`config.mk`:
```
export PLATFORM = sky130hd
export DESIGN_NAME = pc_gen_ras
export DESIGN_NICKNAME = d
export VERILOG_FILES = /design/src/rtl/pc_pkg.sv /design/src/rtl/ras_stack.sv /design/src/rtl/pc_gen_ras.sv
export SDC_FILE = /design/constraint.sdc
export NUM_CORES = 1
export LEC_CHECK = 0
export CORE_MARGIN = 3
export CORE_UTILIZATION = 45
export DETAILED_ROUTE_END_ITERATION = 12
export PLACE_DENSITY = 0.68
export REMOVE_ABC_BUFFERS = 1
export SYNTH_ARGS = -nofsm -noshare
export SYNTH_HDL_FRONTEND = slang
export SYNTH_SLANG_ARGS = --single-unit
```
`constraint.sdc`:
```
create_clock -name iClk -period 5.1 [get_ports iClk]
set_input_delay 0.51 -clock iClk [delete_from_list [all_inputs] [get_ports iClk]]
set_output_delay 0.51 -clock iClk [all_outputs]
set_load 0.005 [all_outputs]
```
`src/rtl/pc_pkg.sv`:
```
// Shared fetch-stage definitions: RAS pointer/count widths and the RAS checkpoint payload.
package pc_pkg;

    // Depth assumed by pipeline registers that carry RAS checkpoints down to execute
    localparam int unsigned DEFAULT_RAS_DEPTH = 8;

    // Width of the RAS top-of-stack pointer for a given depth (depth is a power of two, >= 2)
    function automatic int unsigned ras_ptr_w(input int unsigned depth);
        return (depth < 2) ? 1 : $clog2(depth);
    endfunction

    // Width of the RAS occupancy counter; must represent 0..depth inclusive
    function automatic int unsigned ras_cnt_w(input int unsigned depth);
        return $clog2(depth + 1);
    endfunction

    // True when depth is a power of two, which the circular pointer wrap relies on
    function automatic bit ras_depth_ok(input int unsigned depth);
        return (depth >= 2) && ((depth & (depth - 1)) == 0);
    endfunction

    localparam int unsigned CKPT_PTR_W = ras_ptr_w(DEFAULT_RAS_DEPTH);
    localparam int unsigned CKPT_CNT_W = ras_cnt_w(DEFAULT_RAS_DEPTH);

    // RAS state captured alongside each fetched instruction for misprediction recovery
    typedef struct packed {
        logic [CKPT_PTR_W-1:0] ptr;
        logic [CKPT_CNT_W-1:0] cnt;
    } ras_ckpt_t;

endpackage

```
`src/rtl/ras_stack.sv`:
```
// Circular return-address stack with push, pop, replace-top and pointer/count restore.
module ras_stack
    import pc_pkg::*;
#(
    parameter int unsigned XLEN      = 32,
    parameter int unsigned RAS_DEPTH = 8
) (
    input  logic                                clk,
    input  logic                                rst_n,
    input  logic                                push,
    input  logic                                pop,
    input  logic                                replace,
    input  logic                                restore,
    input  logic [XLEN-1:0]                     wdata,
    input  logic [ras_ptr_w(RAS_DEPTH)-1:0]     restore_ptr,
    input  logic [ras_cnt_w(RAS_DEPTH)-1:0]     restore_cnt,
    output logic [XLEN-1:0]                     top_c,
    output logic [ras_ptr_w(RAS_DEPTH)-1:0]     ptr,
    output logic [ras_cnt_w(RAS_DEPTH)-1:0]     cnt
);

    localparam int unsigned PTR_W = ras_ptr_w(RAS_DEPTH);
    localparam int unsigned CNT_W = ras_cnt_w(RAS_DEPTH);
    localparam logic [CNT_W-1:0] CNT_MAX = CNT_W'(RAS_DEPTH);

    logic [XLEN-1:0]  mem [RAS_DEPTH];
    logic [PTR_W-1:0] ptr_q;
    logic [PTR_W-1:0] ptr_d;
    logic [CNT_W-1:0] cnt_q;
    logic [CNT_W-1:0] cnt_d;
    logic             wr_en;
    logic [PTR_W-1:0] wr_idx;

    // Next pointer/count and write port; restore dominates, then push, replace, pop
    always_comb begin
        ptr_d  = ptr_q;
        cnt_d  = cnt_q;
        wr_en  = 1'b0;
        wr_idx = ptr_q;
        if (restore) begin
            ptr_d = restore_ptr;
            cnt_d = restore_cnt;
        end else if (push) begin
            // Pointer wraps naturally; on overflow the oldest entry is overwritten
            ptr_d  = ptr_q + PTR_W'(1);
            wr_en  = 1'b1;
            wr_idx = ptr_q + PTR_W'(1);
            cnt_d  = (cnt_q == CNT_MAX) ? cnt_q : cnt_q + CNT_W'(1);
        end else if (replace) begin
            wr_en  = 1'b1;
            wr_idx = ptr_q;
        end else if (pop && (cnt_q != '0)) begin
            ptr_d = ptr_q - PTR_W'(1);
            cnt_d = cnt_q - CNT_W'(1);
        end
    end

    // Pointer and occupancy registers
    always_ff @(posedge clk or negedge rst_n) begin
        if (!rst_n) begin
            ptr_q <= '0;
            cnt_q <= '0;
        end else begin
            ptr_q <= ptr_d;
            cnt_q <= cnt_d;
        end
    end

    // Stack storage; cleared on reset, written at most one entry per cycle
    always_ff @(posedge clk or negedge rst_n) begin
        if (!rst_n) begin
            for (int i = 0; i < int'(RAS_DEPTH); i++) begin
                mem[i] <= '0;
            end
        end else if (wr_en) begin
            mem[wr_idx] <= wdata;
        end
    end

    // Same-cycle top-of-stack read; no bypass of a write landing at this edge
    assign top_c = mem[ptr_q];
    assign ptr   = ptr_q;
    assign cnt   = cnt_q;

endmodule

```
`src/rtl/pc_gen_ras.sv`:
```
// Fetch PC generator: next-PC priority select, RAS action qualification and the PC register.
module pc_gen_ras
    import pc_pkg::*;
#(
    parameter int unsigned     XLEN         = 32,
    parameter logic [XLEN-1:0] RESET_VECTOR = '0,
    parameter int unsigned     FETCH_BYTES  = 4,
    parameter int unsigned     RAS_DEPTH    = 8
) (
    input  logic                                iClk,
    input  logic                                iRstN,
    input  logic                                iStallF,
    input  logic                                iPredTakenF,
    input  logic [XLEN-1:0]                     iPredTargetF,
    input  logic                                iIsCallF,
    input  logic                                iIsRetF,
    input  logic                                iRedirectD,
    input  logic [XLEN-1:0]                     iRedirectTargetD,
    input  logic                                iRecoverE,
    input  logic [XLEN-1:0]                     iRecoverTargetE,
    input  logic [ras_ptr_w(RAS_DEPTH)-1:0]     iRecoverPtrE,
    input  logic [ras_cnt_w(RAS_DEPTH)-1:0]     iRecoverCntE,
    output logic [XLEN-1:0]                     oPC,
    output logic [ras_ptr_w(RAS_DEPTH)-1:0]     oRasPtrF,
    output logic [ras_cnt_w(RAS_DEPTH)-1:0]     oRasCntF
);

    localparam int unsigned PTR_W = ras_ptr_w(RAS_DEPTH);
    localparam int unsigned CNT_W = ras_cnt_w(RAS_DEPTH);

    logic [XLEN-1:0]  pc_q;
    logic [XLEN-1:0]  pc_d;
    logic [XLEN-1:0]  seq_pc;
    logic [XLEN-1:0]  ras_top;
    logic [PTR_W-1:0] ras_ptr;
    logic [CNT_W-1:0] ras_cnt;
    logic             ras_nonempty;
    logic             fetch_act;
    logic             ras_push;
    logic             ras_pop;
    logic             ras_replace;

    // Sequential PC doubles as the return address pushed by a call
    assign seq_pc       = pc_q + XLEN'(FETCH_BYTES);
    assign ras_nonempty = (ras_cnt != '0);

    // RAS acts only on cycles where fetch proceeds down its own predicted path
    always_comb begin
        fetch_act   = !iStallF && !iRecoverE && !iRedirectD;
        ras_push    = 1'b0;
        ras_pop     = 1'b0;
        ras_replace = 1'b0;
        if (fetch_act) begin
            if (iIsCallF && iIsRetF && ras_nonempty) begin
                ras_replace = 1'b1;
            end else if (iIsCallF) begin
                ras_push = 1'b1;
            end else if (iIsRetF && ras_nonempty) begin
                ras_pop = 1'b1;
            end
        end
    end

    // Next-PC priority: recovery, stall, decode redirect, RAS return, predicted taken, sequential
    always_comb begin
        pc_d = seq_pc;
        if (iRecoverE) begin
            pc_d = iRecoverTargetE;
        end else if (iStallF) begin
            pc_d = pc_q;
        end else if (iRedirectD) begin
            pc_d = iRedirectTargetD;
        end else if (iIsRetF && ras_nonempty) begin
            pc_d = ras_top;
        end else if (iPredTakenF) begin
            pc_d = iPredTargetF;
        end
    end

    // Fetch PC register
    always_ff @(posedge iClk or negedge iRstN) begin
        if (!iRstN) begin
            pc_q <= RESET_VECTOR;
        end else begin
            pc_q <= pc_d;
        end
    end

    ras_stack #(
        .XLEN      (XLEN),
        .RAS_DEPTH (RAS_DEPTH)
    ) u_ras (
        .clk         (iClk),
        .rst_n       (iRstN),
        .push        (ras_push),
        .pop         (ras_pop),
        .replace     (ras_replace),
        .restore     (iRecoverE),
        .wdata       (seq_pc),
        .restore_ptr (iRecoverPtrE),
        .restore_cnt (iRecoverCntE),
        .top_c       (ras_top),
        .ptr         (ras_ptr),
        .cnt         (ras_cnt)
    );

    assign oPC      = pc_q;
    assign oRasPtrF = ras_ptr;
    assign oRasCntF = ras_cnt;

endmodule

```
==> results of run 1 <==
## cells in the final DEF (no fill, tap or decap), types with 10 or more instances in the layout
cell type	count
buf_4	28
a21oi_1	54
nor2_1	83
o21ai_0	205
clkbuf_16	31
nand2b_1	10
mux2_2	29
inv_1	41
xnor2_1	19
nand3_1	14
nor4_1	19
dfrtp_1	292
a31oi_1	10
nand2_1	230
nor3_1	20
clkdlybuf4s50_1	146
a221oi_1	14
nand4_1	23
a22oi_1	21
mux2i_1	50
xor2_1	10
o22ai_1	10
mux4_2	64
## sequential cells by signal, summed over array words and instances (netlist names)
name / count
oPC: 32
u_ras.cnt: 4
u_ras.mem: 256
u_ras.ptr: 3
## where the power goes
group | internal (mW) | switching [mW]
logic | 0.865 | 0.805
registers | 2.93 | 0.435
clock network | 1.28 | 0.923
total | 5.07 | 2.16
## critical path, delay by kind of cell (launching register included)
family / cells / cell delay [ps]
xor+xnor: 1 / 560
simple gates: 1 / 330
compound gates: 1 / 910
fa+ha+maj: 1 / 340
mux: 1 / 420
flops: 1 / 700
## logic make-up (layout without fill, tap and decap cells)
logic type,count (synthesis),count (layout),synth area share
buffers and inverters,162,279,0.04627
multiplexers,146,146,0.1531
AND/OR/NAND/NOR,443,443,0.1362
AO/OA/AOI/OAI,382,382,0.1520
flip-flops,295,295,0.4901
adder cells (fa/ha/maj),6,6,0.005482
XOR/XNOR,29,29,0.01686
## per-layer routing
metal	up-vias	global-route usage	routed length [um]
met4	0	0.06961	1164
li1	5469	-	-
met1	6065	0.3690	19860
met5	-	0	0
met2	525	0.4185	21650
met3	80	0.05406	4242
## final timing paths
check | from | endpoint
setup reg to reg | u_ras.ptr[0]$_DFFE_PN0P_ | u_ras.mem[3]$_DFFE_PN0P_
hold / removal | iRstN | u_ras.mem[192]$_DFFE_PN0P_
max in group asynchronous | iRstN | u_ras.mem[1]$_DFFE_PN0P_
hold reg to reg | u_ras.mem[165]$_DFFE_PN0P_ | u_ras.mem[165]$_DFFE_PN0P_
min in group iClk | iRecoverE | oPC[3]$_DFFE_PN0P_
setup / recovery | u_ras.ptr[0]$_DFFE_PN0P_ | u_ras.mem[3]$_DFFE_PN0P_
## final cells by class
type,instances,area [sq um]
fill,2858,14850
sequential,295,7388
timing repair buffer,181,1777
clock inverter,9,76.32
clock buffer,46,912.1
inverter,43,161.4
multi-input combinational,1006,7071
tap,442,553.0
## metrics by stage
| step | power, mW | worst slack [ps] | instance area (sq um) | util |
|---|---|---|---|---|
| finish | 7.229 | 1714 | 17940 | 0.5472 |
| global route | 7.619 | 1558 | 17940 | 0.5472 |
| CTS | 7.249 | 1815 | 17940 | 0.5472 |
| detailed placement | 5.052 | 1797 | 16950 | 0.5170 |
| global placement | 4.960 | 1843 | 16950 | 0.5170 |
| floorplan | 4.357 | -1530 | 14530 | - |
## cells in the mapped netlist (all sizes together) (7+ instances only)
library cell	number	area share
mux4	64	0.096
nor2	85	0.022
o22ai	10	0.0042
nor4	22	0.011
mux2i	50	0.033
nand3	16	0.0060
a31oi	12	0.0050
a21oi	55	0.019
dfrtp	295	0.49
inv	43	0.011
xnor2	19	0.011
xor2	10	0.0058
nand2	230	0.057
a21o	8	0.0040
o21ai	210	0.070
a221oi	14	0.0081
mux2	32	0.024
o221ai	7	0.0041
a22oi	21	0.010
nand2b	10	0.0042
buf	48	0.018
clkbuf	71	0.018
and3	7	0.0029
nor3	20	0.0066
nand4	23	0.0096
==> flow_metrics.py, run 1 <==
metrics = {
    "floorplan": {
        "die_w_um": 189.0,
        "pin_count": 150,
        "std_cell_rows": 66,
        "die_area_sq_um": 35710,
        "coreArea_sq_um": 32780,
        "die_h_um": 189.0,
        "start_util": 0.4595,
    },
    "layout": {
        "area_growth_pct": 19.09,
        "stdcell_count": 2022,
        "final_nets": 1674,
        "antennaDiodeCount": 0,
        "drive_gt1_frac": 0.1304,
    },
    "placement": {
        "gp_congestion": 0.8549,
        "io_buffers": 149,
        "dp_hpwl_um": 30930,
        "placedCellCount": 1967,
    },
    "clock_network": {
        "worstSkewPairLatency_ps": 560,
        "clk_pin_slew_ps": 60,
        "holdBufCountCts": 0,
        "root_buffer": "clkbuf_16",
        "cts_tree": "yes",
        "cts_buffers": 30,
        "clock-sinks": 295,
        "ctsResizeCount": 0,
        "ctsLongestPathBuffers": 3,
        "htree_levels": 1,
        "post-cts-setup-buffer-count": 0,
    },
    "synthesis": {
        "async_flop_share": 1.000,
        "synth-edff-count": 0,
        "ys.flop_type": "dfrtp_1",
        "synthesis.area_sq_um": 15060,
        "synth-seq-area-share": 0.4901,
        "syn_avg_cell_area_sq_um": 10.30,
        "synthCells": 1463,
        "ys_ff_latch": 295,
        "ys_types": 77,
        "yosysWarnings": 0,
    },
    "power_and_ir_drop": {
        "leakage_nw": 7.760,
        "power.density_nw_per_um2": 403.0,
        "power.ir.vdd_worst_uv": 259.9,
    },
    "route": {
        "wl_per_cell_um": 23.20,
        "drc": 0,
        "vias": 12140,
        "dr.pass1.iters": 6,
        "drt.antenna.violating_nets": 0,
        "drt_iter0_drc": 1119,
        "via_per_inst": 6.003,
        "wirelength_um": 46910,
    },
    "timing": {
        "timing.fmax_mhz": 295.3,
        "maxSlewViolCount": 0,
        "period_minus_slack_ps": 3386,
        "report.final.hold_viol_count": 0,
        "slew_headroom": 0.2218,
        "setup_viol": 0,
        "grt_setup_unrepaired": "no",
        "final.period_utilization": 0.6640,
        "holdWs_ps": 71.63,
        "fin_worst_skew_ps": 10.82,
        "tns_ps": 0,
        "worstMarginPinSlew_ps": 1163,
    },
    "worst_setup_path": {
        "r2r_cells": 5,
        "crit_fanout": 34,
        "r2r_setup_slack_ps": 1710,
        "cpPeakStageDelay_ps": 910,
        "crit_slowest_cell": "o21ai_4",
        "worst-setup-path-type": "flop to flop",
        "worstPathCellList": "ha_1, xnor2_1, and4bb_2, o21ai_4, mux2_2",
        "startpoint_type": "flop",
        "cp-end-kind": "flop",
        "cp.required_ps": 5540,
        "arrival_ps": 3830,
    },
    "global_routing": {
        "track_usage": 0.2623,
        "grt_pass1_vias": 12320,
        "grt_antenna_before_repair": 0,
        "grt_overflow": 0,
        "grt_first_pass_wirelength_um": 73440,
        "grt_max_degree": 127,
    },
    "hold_path": {
        "hold_class": "input pin to asynchronous set/reset pin",
    },
    "outcome": {
        "status": "complete, no violations",
    },
    "job": {
        "maxCapViolCount": 0,
    },
}
Note: power is estimated with default switching activity, not from simulation.
==> run 2: changes to the inputs <==
--- a/config.mk
+++ b/config.mk
@@ -8,7 +8,7 @@
 export CORE_MARGIN = 3
 export CORE_UTILIZATION = 45
 export DETAILED_ROUTE_END_ITERATION = 12
-export PLACE_DENSITY = 0.68
+export PLACE_DENSITY = 0.71
 export REMOVE_ABC_BUFFERS = 1
 export SYNTH_ARGS = -nofsm -noshare
 export SYNTH_HDL_FRONTEND = slang
==> constraint.sdc (replaced) <==
create_clock -name iClk -period 3.05 [get_ports iClk]
set_input_delay 0.305 -clock iClk [delete_from_list [all_inputs] [get_ports iClk]]
set_output_delay 0.305 -clock iClk [all_outputs]
set_load 0.005 [all_outputs]
==> flow_metrics.py, run 2 (same netlist as run 1, synthesis figures left out) <==
metrics = {
    "route": {
        "dr.pass1.iters": 5,
        "drc": 0,
        "vias": 12700,
        "drt.antenna.violating_nets": 0,
        "wirelength_um": 48320,
        "wl_per_cell_um": 23.31,
        "via_per_inst": 6.126,
        "drt_iter0_drc": 1528,
    },
    "global_routing": {
        "grt_antenna_before_repair": 0,
        "grt_max_degree": 80,
        "grt_pass1_vias": 12770,
        "grt_overflow": 0,
        "track_usage": 0.2697,
        "grt_first_pass_wirelength_um": 75690,
    },
    "floorplan": {
        "coreArea_sq_um": 32780,
        "die_w_um": 189.0,
        "start_util": 0.4595,
        "pin_count": 150,
        "die_h_um": 189.0,
        "std_cell_rows": 66,
        "die_area_sq_um": 35710,
    },
    "timing": {
        "worstMarginPinSlew_ps": 1053,
        "timing.fmax_mhz": 350.8,
        "report.final.hold_viol_count": 0,
        "holdWs_ps": 115.7,
        "fin_worst_skew_ps": 13.82,
        "period_minus_slack_ps": 2850,
        "maxSlewViolCount": 0,
        "slew_headroom": 0.2955,
        "final.period_utilization": 0.9345,
        "grt_setup_unrepaired": "no",
        "setup_viol": 0,
        "layout_setup_ws_ps": 199.7,
    },
    "power_and_ir_drop": {
        "leakage_nw": 8.077,
        "power.ir.vdd_worst_uv": 473.7,
        "power.total_mw": 12.66,
        "power.density_nw_per_um2": 683.3,
    },
    "layout": {
        "area_growth_pct": 23.02,
        "regMostFlops": "u_ras.mem",
        "antennaDiodeCount": 0,
        "final_common_cell": "dfrtp_1",
        "largest_reg_flops": 256,
        "drive_gt1_frac": 0.1588,
        "final_nets": 1724,
        "layout_common_cells": "dfrtp_1 (292), nand2_1 (230), o21ai_0 (205), clkdlybuf4s50_1 (146), nor2_1 (83)",
    },
    "outcome": {
        "status": "complete, no violations",
    },
    "worst_setup_path": {
        "critical_path_buf_inv_count": 2,
        "startpoint_type": "flop",
        "worstPathCellList": "o41ai_4, buf_4, nor4_1, o21ai_4, buf_12, o21ai_0",
        "cpPeakStageDelay_ps": 690,
        "worst-setup-path-type": "flop to flop",
        "crit_slowest_cell": "o21ai_4",
        "crit_fanout": 33,
        "cp-end-kind": "flop",
        "critical-path-top-delay-family": "compound AO/OA/AOI/OAI gates",
        "cp.required_ps": 3460,
        "arrival_ps": 3260,
    },
    "hold_path": {
        "hold_class": "input pin to flop",
    },
    "clock_network": {
        "worstSkewPairLatency_ps": 570,
        "clock-sinks": 295,
        "root_buffer": "clkbuf_16",
        "cts_buffers": 31,
        "ctsLongestPathBuffers": 3,
        "post-cts-setup-buffer-count": 0,
        "cts_tree": "yes",
        "clk_pin_slew_ps": 60,
        "htree_levels": 1,
    },
    "placement": {
        "dp_hpwl_um": 32140,
        "gp_congestion": 0.8757,
        "pre_cts_slack_ps": 176.9,
        "io_buffers": 149,
    },
    "job": {
        "maxCapViolCount": 0,
    },
}
run 2: final timing paths:
kind	to	cells past startpoint	slack, ps	from
setup / recovery	u_ras.mem[138]$_DFFE_PN0P_	6	200	u_ras.cnt[3]$_DFFE_PN0P_
hold / removal	u_ras.ptr[1]$_DFFE_PN0P_	2	120	iRecoverE
setup reg to reg	u_ras.mem[138]$_DFFE_PN0P_	6	200	u_ras.cnt[3]$_DFFE_PN0P_
hold reg to reg	u_ras.mem[10]$_DFFE_PN0P_	2	480	u_ras.mem[10]$_DFFE_PN0P_
max in group asynchronous	u_ras.mem[199]$_DFFE_PN0P_	3	1860	iRstN
min in group asynchronous	u_ras.ptr[2]$_DFFE_PN0P_	2	330	iRstN
run 2: report_power, final:
group	leakage [nW]	internal (mW)	total (mW)	switching, mW
registers	3.81	4.89	5.54	0.648
clock network	0.528	2.49	4.10	1.62
logic	3.74	1.53	3.01	1.48
run 2: metrics by stage:
step / TNS (ps) / util / area (sq um) / cells
after floorplan: -736910 / - / 14530 / 1344
after detailed placement: 0 / 0.5311 / 17410 / 2015
after global placement: 0 / 0.5311 / 17410 / 2015
after CTS: 0 / 0.5652 / 18530 / 2073
final: 0 / 0.5652 / 18530 / 2073
after global routing: 0 / 0.5652 / 18530 / 2073
run 2: area by class of cell:
type,count,area [sq um]
tap,442,553.0
timing repair buffer,230,2247
clock buffer,40,859.6
clock inverter,17,250.2
sequential,295,7388
inverter,43,161.4
multi-input combinational,1006,7071
fill,2781,14250
run 2: per-layer routing:
| metal | up-vias | track usage | wire (um) |
|---|---|---|---|
| met1 | 6315 | 0.3872 | 20300 |
| met4 | 0 | 0.09367 | 1787 |
| met3 | 142 | 0.05055 | 4643 |
| met2 | 671 | 0.4139 | 21590 |
| li1 | 5572 | - | - |
| met5 | - | 0 | 0 |
run 2: what timing repair did:
action                                  in CTS  in global routing
hold buffers                                 1                  0
resized for setup                            0                  0
endpoints found under the setup margin       0                  0
endpoints found under the hold margin       74                  0
run 2: worst reg2reg max path, stage by stage, from the launching register on:
cell	delay (ps)
dfrtp_1	460
o41ai_4	660
buf_4	360
nor4_1	110
o21ai_4	690
buf_12	290
o21ai_0	130
